### config.mk
export PLATFORM = sky130hd
export DESIGN_NAME = hist_tracker_arbiter
export DESIGN_NICKNAME = d
export VERILOG_FILES = /design/src/rtl/hist_tracker_arbiter.sv
export SDC_FILE = /design/constraint.sdc
export NUM_CORES = 1
export LEC_CHECK = 0
export ABC_CLOCK_PERIOD_IN_PS = 6050
export CORE_MARGIN = 2
export CORE_UTILIZATION = 40
export CTS_CLUSTER_DIAMETER = 80
export DETAILED_ROUTE_END_ITERATION = 8
export PLACE_DENSITY_LB_ADDON = 0.12
export SYNTH_ARGS = -nofsm -noshare
export SYNTH_HDL_FRONTEND = slang
export SYNTH_SLANG_ARGS = --single-unit
### constraint.sdc
create_clock -name clk_in -period 6.05 [get_ports clk_in]
set_clock_uncertainty 0.05 [all_clocks]
set_input_delay 1.815 -clock clk_in [delete_from_list [all_inputs] [get_ports clk_in]]
set_output_delay 1.815 -clock clk_in [all_outputs]
set_load 0.02 [all_outputs]
### src/rtl/hist_tracker_arbiter.sv
// rtl/hist_tracker_arbiter.sv - round-robin arbiter sharing one history tracker
//
// Grants one requester at a time, drives its value onto the tracker's data
// input for HOLD_CYC cycles, snapshots the tracker's four history entries and
// acknowledges with a hit flag evaluated at grant time.
//
// Ports:
//   clk_in          clock, rising edge
//   reset_in        asynchronous, active-high reset
//   req_in          per-requester request level
//   req_data_in     requester i value at [i*DATA_W +: DATA_W]
//   gnt_out         one-hot grant, high DRIVE through ACK
//   ack_out         one-cycle completion pulse
//   hit_out         granted value was already in the history (valid with ack_out)
//   hist_out        tracker out_0..out_3 snapshot, entry k at [k*DATA_W +: DATA_W]
//   hist_valid_out  tracker valid-bit snapshot
//   busy_out        high whenever a transaction is in progress
//   trk_data_out    tracker data_in; changes only on a grant
//   trk_out_in      tracker out_0..out_3
//   trk_valid_in    tracker out_valid_0..3

module hist_tracker_arbiter #(
  parameter int DATA_W   = 8,
  parameter int N_REQ    = 4,
  parameter int HOLD_CYC = 3
) (
  input  logic                  clk_in,
  input  logic                  reset_in,
  input  logic [N_REQ-1:0]      req_in,
  input  logic [N_REQ*DATA_W-1:0] req_data_in,
  output logic [N_REQ-1:0]      gnt_out,
  output logic                  ack_out,
  output logic                  hit_out,
  output logic [4*DATA_W-1:0]   hist_out,
  output logic [3:0]            hist_valid_out,
  output logic                  busy_out,
  output logic [DATA_W-1:0]     trk_data_out,
  input  logic [4*DATA_W-1:0]   trk_out_in,
  input  logic [3:0]            trk_valid_in
);

  localparam int IDX_W = (N_REQ > 1) ? $clog2(N_REQ) : 1;
  // One extra bit so rr_ptr + offset never wraps before the modulo fold.
  localparam int CW    = IDX_W + 1;
  // Wide enough to hold HOLD_CYC-1.
  localparam int CNT_W = (HOLD_CYC > 2) ? $clog2(HOLD_CYC) : 1;

  typedef enum logic [1:0] {
    IDLE   = 2'd0,
    DRIVE  = 2'd1,
    SAMPLE = 2'd2,
    ACK    = 2'd3
  } state_t;

  state_t           state;
  logic [IDX_W-1:0] rr_ptr;
  logic [IDX_W-1:0] gnt_idx;
  logic [CNT_W-1:0] hold_cnt;
  logic             hit_q;

  logic [IDX_W-1:0] sel_idx;
  logic             sel_found;
  logic [CW-1:0]    cand;
  logic [DATA_W-1:0] sel_data;
  logic             sel_hit;
  logic [N_REQ-1:0] gnt_next;

  // Rotating search: first set request at rr_ptr, rr_ptr+1, ... mod N_REQ.
  always_comb begin
    sel_idx   = '0;
    sel_found = 1'b0;
    cand      = '0;
    for (int i = 0; i < N_REQ; i++) begin
      cand = {1'b0, rr_ptr} + CW'(i);
      if (cand >= CW'(N_REQ)) begin
        cand = cand - CW'(N_REQ);
      end
      if (!sel_found && req_in[cand[IDX_W-1:0]]) begin
        sel_found = 1'b1;
        sel_idx   = cand[IDX_W-1:0];
      end
    end
  end

  // Constant-index mux keeps the data select free of computed part-selects.
  always_comb begin
    sel_data = '0;
    gnt_next = '0;
    for (int i = 0; i < N_REQ; i++) begin
      if (sel_idx == IDX_W'(i)) begin
        sel_data    = req_data_in[i*DATA_W +: DATA_W];
        gnt_next[i] = 1'b1;
      end
    end
  end

  // Hit is judged against the history as it stands in the grant cycle,
  // before the tracker has seen the new value.
  always_comb begin
    sel_hit = 1'b0;
    for (int k = 0; k < 4; k++) begin
      if (trk_valid_in[k] && (trk_out_in[k*DATA_W +: DATA_W] == sel_data)) begin
        sel_hit = 1'b1;
      end
    end
  end

  always_ff @(posedge clk_in or posedge reset_in) begin
    if (reset_in) begin
      state          <= IDLE;
      rr_ptr         <= '0;
      gnt_idx        <= '0;
      hold_cnt       <= '0;
      hit_q          <= 1'b0;
      gnt_out        <= '0;
      ack_out        <= 1'b0;
      hit_out        <= 1'b0;
      hist_out       <= '0;
      hist_valid_out <= '0;
      busy_out       <= 1'b0;
      trk_data_out   <= '0;
    end else begin
      case (state)
        IDLE: begin
          if (sel_found) begin
            gnt_idx      <= sel_idx;
            gnt_out      <= gnt_next;
            trk_data_out <= sel_data;
            hit_q        <= sel_hit;
            hold_cnt     <= CNT_W'(HOLD_CYC - 1);
            busy_out     <= 1'b1;
            state        <= DRIVE;
          end
        end
        DRIVE: begin
          if (hold_cnt == '0) begin
            state <= SAMPLE;
          end else begin
            hold_cnt <= hold_cnt - CNT_W'(1);
          end
        end
        SAMPLE: begin
          hist_out       <= trk_out_in;
          hist_valid_out <= trk_valid_in;
          ack_out        <= 1'b1;
          hit_out        <= hit_q;
          state          <= ACK;
        end
        ACK: begin
          ack_out  <= 1'b0;
          hit_out  <= 1'b0;
          gnt_out  <= '0;
          busy_out <= 1'b0;
          rr_ptr   <= (gnt_idx == IDX_W'(N_REQ - 1)) ? '0 : gnt_idx + IDX_W'(1);
          state    <= IDLE;
        end
        default: state <= IDLE;
      endcase
    end
  end

endmodule

# Word-level counts from Yosys, hierarchy flattened
# Index checks and enable logic that the tools add are counted.
# classes
addsub	9
n_lt_le_gt_ge	8
n_eq_ne	14
n_mux	45
n_reduce_logical	20
# ops
op	n
== test 8 bit	4
two-way mux 8 bit	4
two-way mux 2 bit	13
two-way mux 1 bit	17
less-than comparator 2 x 3 -> 1 bit, second input constant	4
== test 2 bit, second input constant	5
subtractor 2 x 1 -> 2 bit, second input constant	5
>= comparator 3 bit, second input constant	3
binary-select mux 1 bit (select 2 bit)	4
case mux 2 bit (4 select lines)	1
case mux 4 bit (2 select lines)	1
logical AND 1 bit	7
adder 2 x 2 -> 3 bit, second input constant	2
logical NOT 2 bit	3
inequality test 2 bit, second input constant	3
case mux 1 bit (2 select lines)	3
AND reduction 2 bit	3
nonzero test 2 bit	3
== test 2 x 1 -> 1 bit, second input constant	2
two-way mux 4 bit	1
case mux 2 bit (2 select lines)	1
adder 2 x 1 -> 3 bit, second input constant	1
>= comparator 2 x 3 -> 1 bit, second input constant	1
logical NOT 1 bit	3
2 further kinds	2
# totals
regBits	60
in_bits	74
output_inout_bits	51
elab_cells	108

# Logic depth before layout (Yosys ltp)
# depth
ltp_word	25
depth_mapped	11
mapped_depth_nobuf	9

# Worst setup path after synthesis
# No wires, ideal clock.
# synth_timing
path_type	input to register
startpoint	input port req_in[2]
endpoint	register hit_q
setup_time_ns	0.084
arrival_time_ns	3.971
required_ns	5.916
path_slack_ns	1.945
cell_stages	10
n_path_buf	1
cell_sequence	nor2b_1 or4b_1 buf_6 a21bo_2 a32oi_2 xor2_1 nor4_1 nand4_1 o22a_1 a41oi_2
# synth_between
elab_chain_cells	23
word_cells_on_any_way	43
cone_classes	eq/ne: 7; mux: 24; reduce/logical: 12
# synth_rtl
element	line_no	rtl
start: declaration	29	input logic [N_REQ-1:0] req_in,
binary-select mux 1 bit (select 2 bit)	78	if (!sel_found && req_in[cand[IDX_W-1:0]]) begin
two-way mux 1 bit (implied by the code)	78	
two-way mux 1 bit	78	
logical NOT 1 bit	78	
logical AND 1 bit	78	
two-way mux 1 bit	78	
logical NOT 1 bit	78	
logical AND 1 bit	78	
two-way mux 1 bit	78	
logical NOT 1 bit	78	
logical AND 1 bit	78	
two-way mux 2 bit	78	
logical NOT 2 bit	90	if (sel_idx == IDX_W'(i)) begin
two-way mux 8 bit (4 in a row)	90	
== test 8 bit	102	if (trk_valid_in[k] && (trk_out_in[k*DATA_W +: DATA_W] == sel_data)) begin
logical AND 1 bit	102	
two-way mux 1 bit (4 in a row)	102	
end signal: assignment	129	hit_q <= sel_hit;
end: declaration	59	logic hit_q;
# Parallel ways exist; a longest one is shown, timed or not. The select of a mux whose other input is x is not followed.
# A chain may end at the register's enable or synchronous reset.

# Worst setup path after layout
# layout_timing
startpoint	input port req_in[1]
endpoint	register hit_q
# Same word-level chain as after synthesis.

==> summary.md <==
The average cell area after synthesis works out to 11.3 um^2. Yosys printed 0 warnings. Measured in cells, the most critical reg-to-reg path has a length of 8. Relative to the synthesized area, the layout overhead comes to 43.9%. The logs give 0 ns for the aggregate negative setup slack and 1.23 ns for the final worst setup slack.

Counting I/O delays and the setup requirement, the final critical path takes 4.82 ns. The areal power density over the cells is 531 nW/um^2, and the highest achievable clock rate is 207 MHz. For the combined global-route utilization of all metal layers, the log shows 0.207. The number of nets handed over by synthesis was 377.

The first global-routing pass estimated 14.1 mm of wire. The vias per cell is 5.08. For this run, the post-layout net count is 498. Count of cell types in the netlist: 42. Measured along the y axis, the die boundary spans 95.6 um.

Walking the worst path, the cells encountered are clkdlybuf4s50_1 -> nor2_2 -> or4b_1 -> a21bo_2 -> a32oi_2 -> xor2_1 -> nor4_1 -> nand4_1 -> o22a_1 -> a41oi_2. Multiplexer share of the synthesized area: 0.167. Once the clock tree was built, the resizer swapped 0 gates to a different size. The final weighted congestion in routability-driven placement is 0.848. The cell at the root of the clock tree was clkbuf_8. Post-route DRC violation count: 0.

The HPWL after detailed placement is 6.68 mm. STA classifies the critical path startpoint as an input port. The die span in x was 95.6 um; the post-placement cell count was 511. Counting the buffers created by CTS gives 9. The routed design has 8.73 mm of wire. Summed over all layers, the global routing overflow is 0. The post-CTS clock slew at the launch and capture registers of the worst setup and hold paths is 0.07 ns, and the number of max-cap violations is 0. Share of async-settable or async-resettable flops after synthesis: 1.00.

The top-area cell type share of the netlist area came out at 0.447. The flow ran to the end, and the final reports show no timing, DRC or antenna violations. Prior to clock tree synthesis, the placed netlist has a worst setup slack of 0.856 ns. Buffers placed on the I/O ports in this run total 124. Hold is met by 0.459 ns. The XOR/XNOR share of the synthesized area was 0.0835; the basic-gate share of the synthesized area counting and, or, nand and nor cells was 0.129.

The final count of pins violating max slew was 0. On the critical path, the stage with the largest delay is an instance of or4b_1. The total inserted antenna cells is 0, and the final count of hold timing violations is 0.

The measured slew at the worst slew-check pin was 0.923 ns. The post-layout instance count excluding filler cells was 527. The number of clock sinks was 60; the total of flip-flops plus latches after synthesis was 60. The hold-critical path depth is 1. The clock reaches the later pin of the worst-skew pair after 0.34 ns.

The effective utilization at floorplan was 0.411; the wire length per cell was 16.6 um. The tools report the share of the yosys chip area belonging to registers as 0.447. STA puts the critical path data required time at 6.26 ns.

Data arrives at the worst endpoint at 5.03 ns. Setup repair after global routing left no endpoint under its margin. For the area enclosed by the die boundary, the log shows 9140 um^2. TritonCTS built the clock tree.

The number of vias in the routed layout came out at 2676. Commonest register cell after synthesis: dfrtp_1. Area share of fa/ha/maj cells after synthesis: 0.0261. The tools report the number of antenna-violating nets in the routed design as 0. The largest net degree at the start of global routing is 61, and the number of flops mapped to enable cells by yosys is 0.

By area the synthesized netlist is led by dfrtp_1 45%, mux2_2 16%, xnor2_1 6.3%. The tools report the nature of the critical path endpoint as a register. In this run the worst path has a maximum fanout of 19.

For this design the static power due to leakage is 1.91 nW. The maximum clock insertion buffer count is 2. The commonest cells after synthesis are 60 x dfrtp_1, 47 x mux2_2, 24 x xnor2_1, 18 x nand2_1, 13 x nand3_1. The instance count of the mapped netlist came out at 296. The core region is 8180 um^2. The first-iteration detailed-routing DRC count was 74; the initial antenna violation count was 0. Maximum single-stage delay on the critical path: 0.86 ns. The total I/O pin count came out at 125.

The worst hold path belongs to the class reg -> reg. For the relative slew slack, the log shows 0.385. The biggest area contributor in the post-synthesis netlist is dfrtp_1. Yosys instantiated no cell more often than dfrtp_1. The post-route fraction of the period consumed by the critical path was 0.797. The first detailed-routing pass took 4 iterations.

The critical path in this run is classified as in -> reg. The post-synthesis compound-gate area fraction works out to 0.115. For the via count of the first global-routing pass, the log shows 2799.

The run gives 3360 um^2 as the mapped cell area. The H-tree generated during clock tree synthesis spans 3 levels. The share of post-route cells with drive strength above 1 is 0.192. The number of hold buffers added after CTS was 0. After floorplanning, the core was divided into 33 placement rows. The worst-case IR drop observed on VDD is 0.270 mV. The number of setup violations in the final report was 0. By area, the combinational part of the netlist is dominated by multiplexers. The tools report the count of buffers added by post-CTS timing repair for setup as 0.
==> power by group <==
| group | total (W) | leakage (nW) | switching, W | internal (W) |
|---|---|---|---|---|
| clock | 0.000324 | 0.0831 | 0.000172 | 0.000152 |
| sequential | 0.000729 | 0.712 | 0.000121 | 0.000608 |
| combinational | 0.00151 | 1.11 | 0.000752 | 0.000759 |
==> stage by stage <==
step	utilization	power (W)	cell area [um^2]
2_1_floorplan	-	0.00171	3360
3_3_place_gp	0.569	0.00223	4660
3_5_place_dp	0.569	0.00226	4660
4_1_cts	0.591	0.00260	4830
5_1_grt	0.591	0.00276	4830
6_report	0.591	0.00256	4830
==> worst paths after layout <==
path / endpoint / slack (ns) / from
worst max-delay path: hit_q$_DFFE_PP0P_ / 1.23 / req_in[1]
worst min-delay path: hist_out[2]$_DFFE_PP0P_ / 0.46 / hist_out[2]$_DFFE_PP0P_
worst max register to register: hit_q$_DFFE_PP0P_ / 2.81 / rr_ptr[1]$_DFFE_PP0P_
worst min register to register: hist_out[2]$_DFFE_PP0P_ / 0.46 / hist_out[2]$_DFFE_PP0P_
max in group asynchronous: trk_data_out[3]$_DFFE_PP0P_ / 3.47 / reset_in
min in group asynchronous: ack_out$_DFFE_PP0P_ / 1.95 / reset_in
==> cell families (layout without fill, tap and decap cells) <==
group,Yosys count,in the layout
mux,50,50
fa+ha+maj,7,7
simple gates,81,81
xor+xnor,32,32
buf+inv,22,148
flops,60,60
compound gates,44,44
==> registers in the layout, indices dropped and copies added, names as in the netlist <==
name	cells
hist_out	32
trk_data_out	8
gnt_out	4
hist_valid_out	4
gnt_idx	2
hold_cnt	2
rr_ptr	2
state	2
ack_out	1
busy_out	1
hit_out	1
hit_q	1
==> worst max-delay path: cells and delay by family <==
family / cells / cell delay, ns
and+or+nand+nor: 4 / 1.44
xor gates and xnor gates: 1 / 0.12
AOI/OAI and AO/OA: 4 / 1.10
buffers and inverters: 1 / 0.54
==> cell usage in the layout, fill, tap and decap left out, types with 4 or more instances in the layout <==
cell,count
clkdlybuf4s50_1,124
nand2_1,18
dfrtp_1,60
a221oi_1,4
o21ai_0,11
nor2_1,12
a21oi_1,9
nand3_1,13
nand4_1,4
xnor2_1,24
nor2b_1,8
nor4_1,7
inv_1,6
mux2_2,47
a31oi_1,4
xor2_1,8
ha_1,6
nor3b_1,4
clkbuf_8,9
==> metal layers <==
layer / vias up / GRT usage / wire (um)
met5: - / 0 / 0
met4: 0 / 0.0714 / 150
met3: 11 / 0.0767 / 665
met2: 89 / 0.335 / 4260
met1: 1274 / 0.255 / 3650
li1: 1302 / - / -
==> cell type report <==
cell class                 count  area (um^2)
clock buffer                  10          128
clock inverter                 6         50.0
fill                         727         3340
inverter                       7         26.3
multi-input combinational    214         1750
sequential                    60         1500
tap                          105          131
timing repair buffer         125         1250
Note: power is estimated with default switching activity, not from simulation.
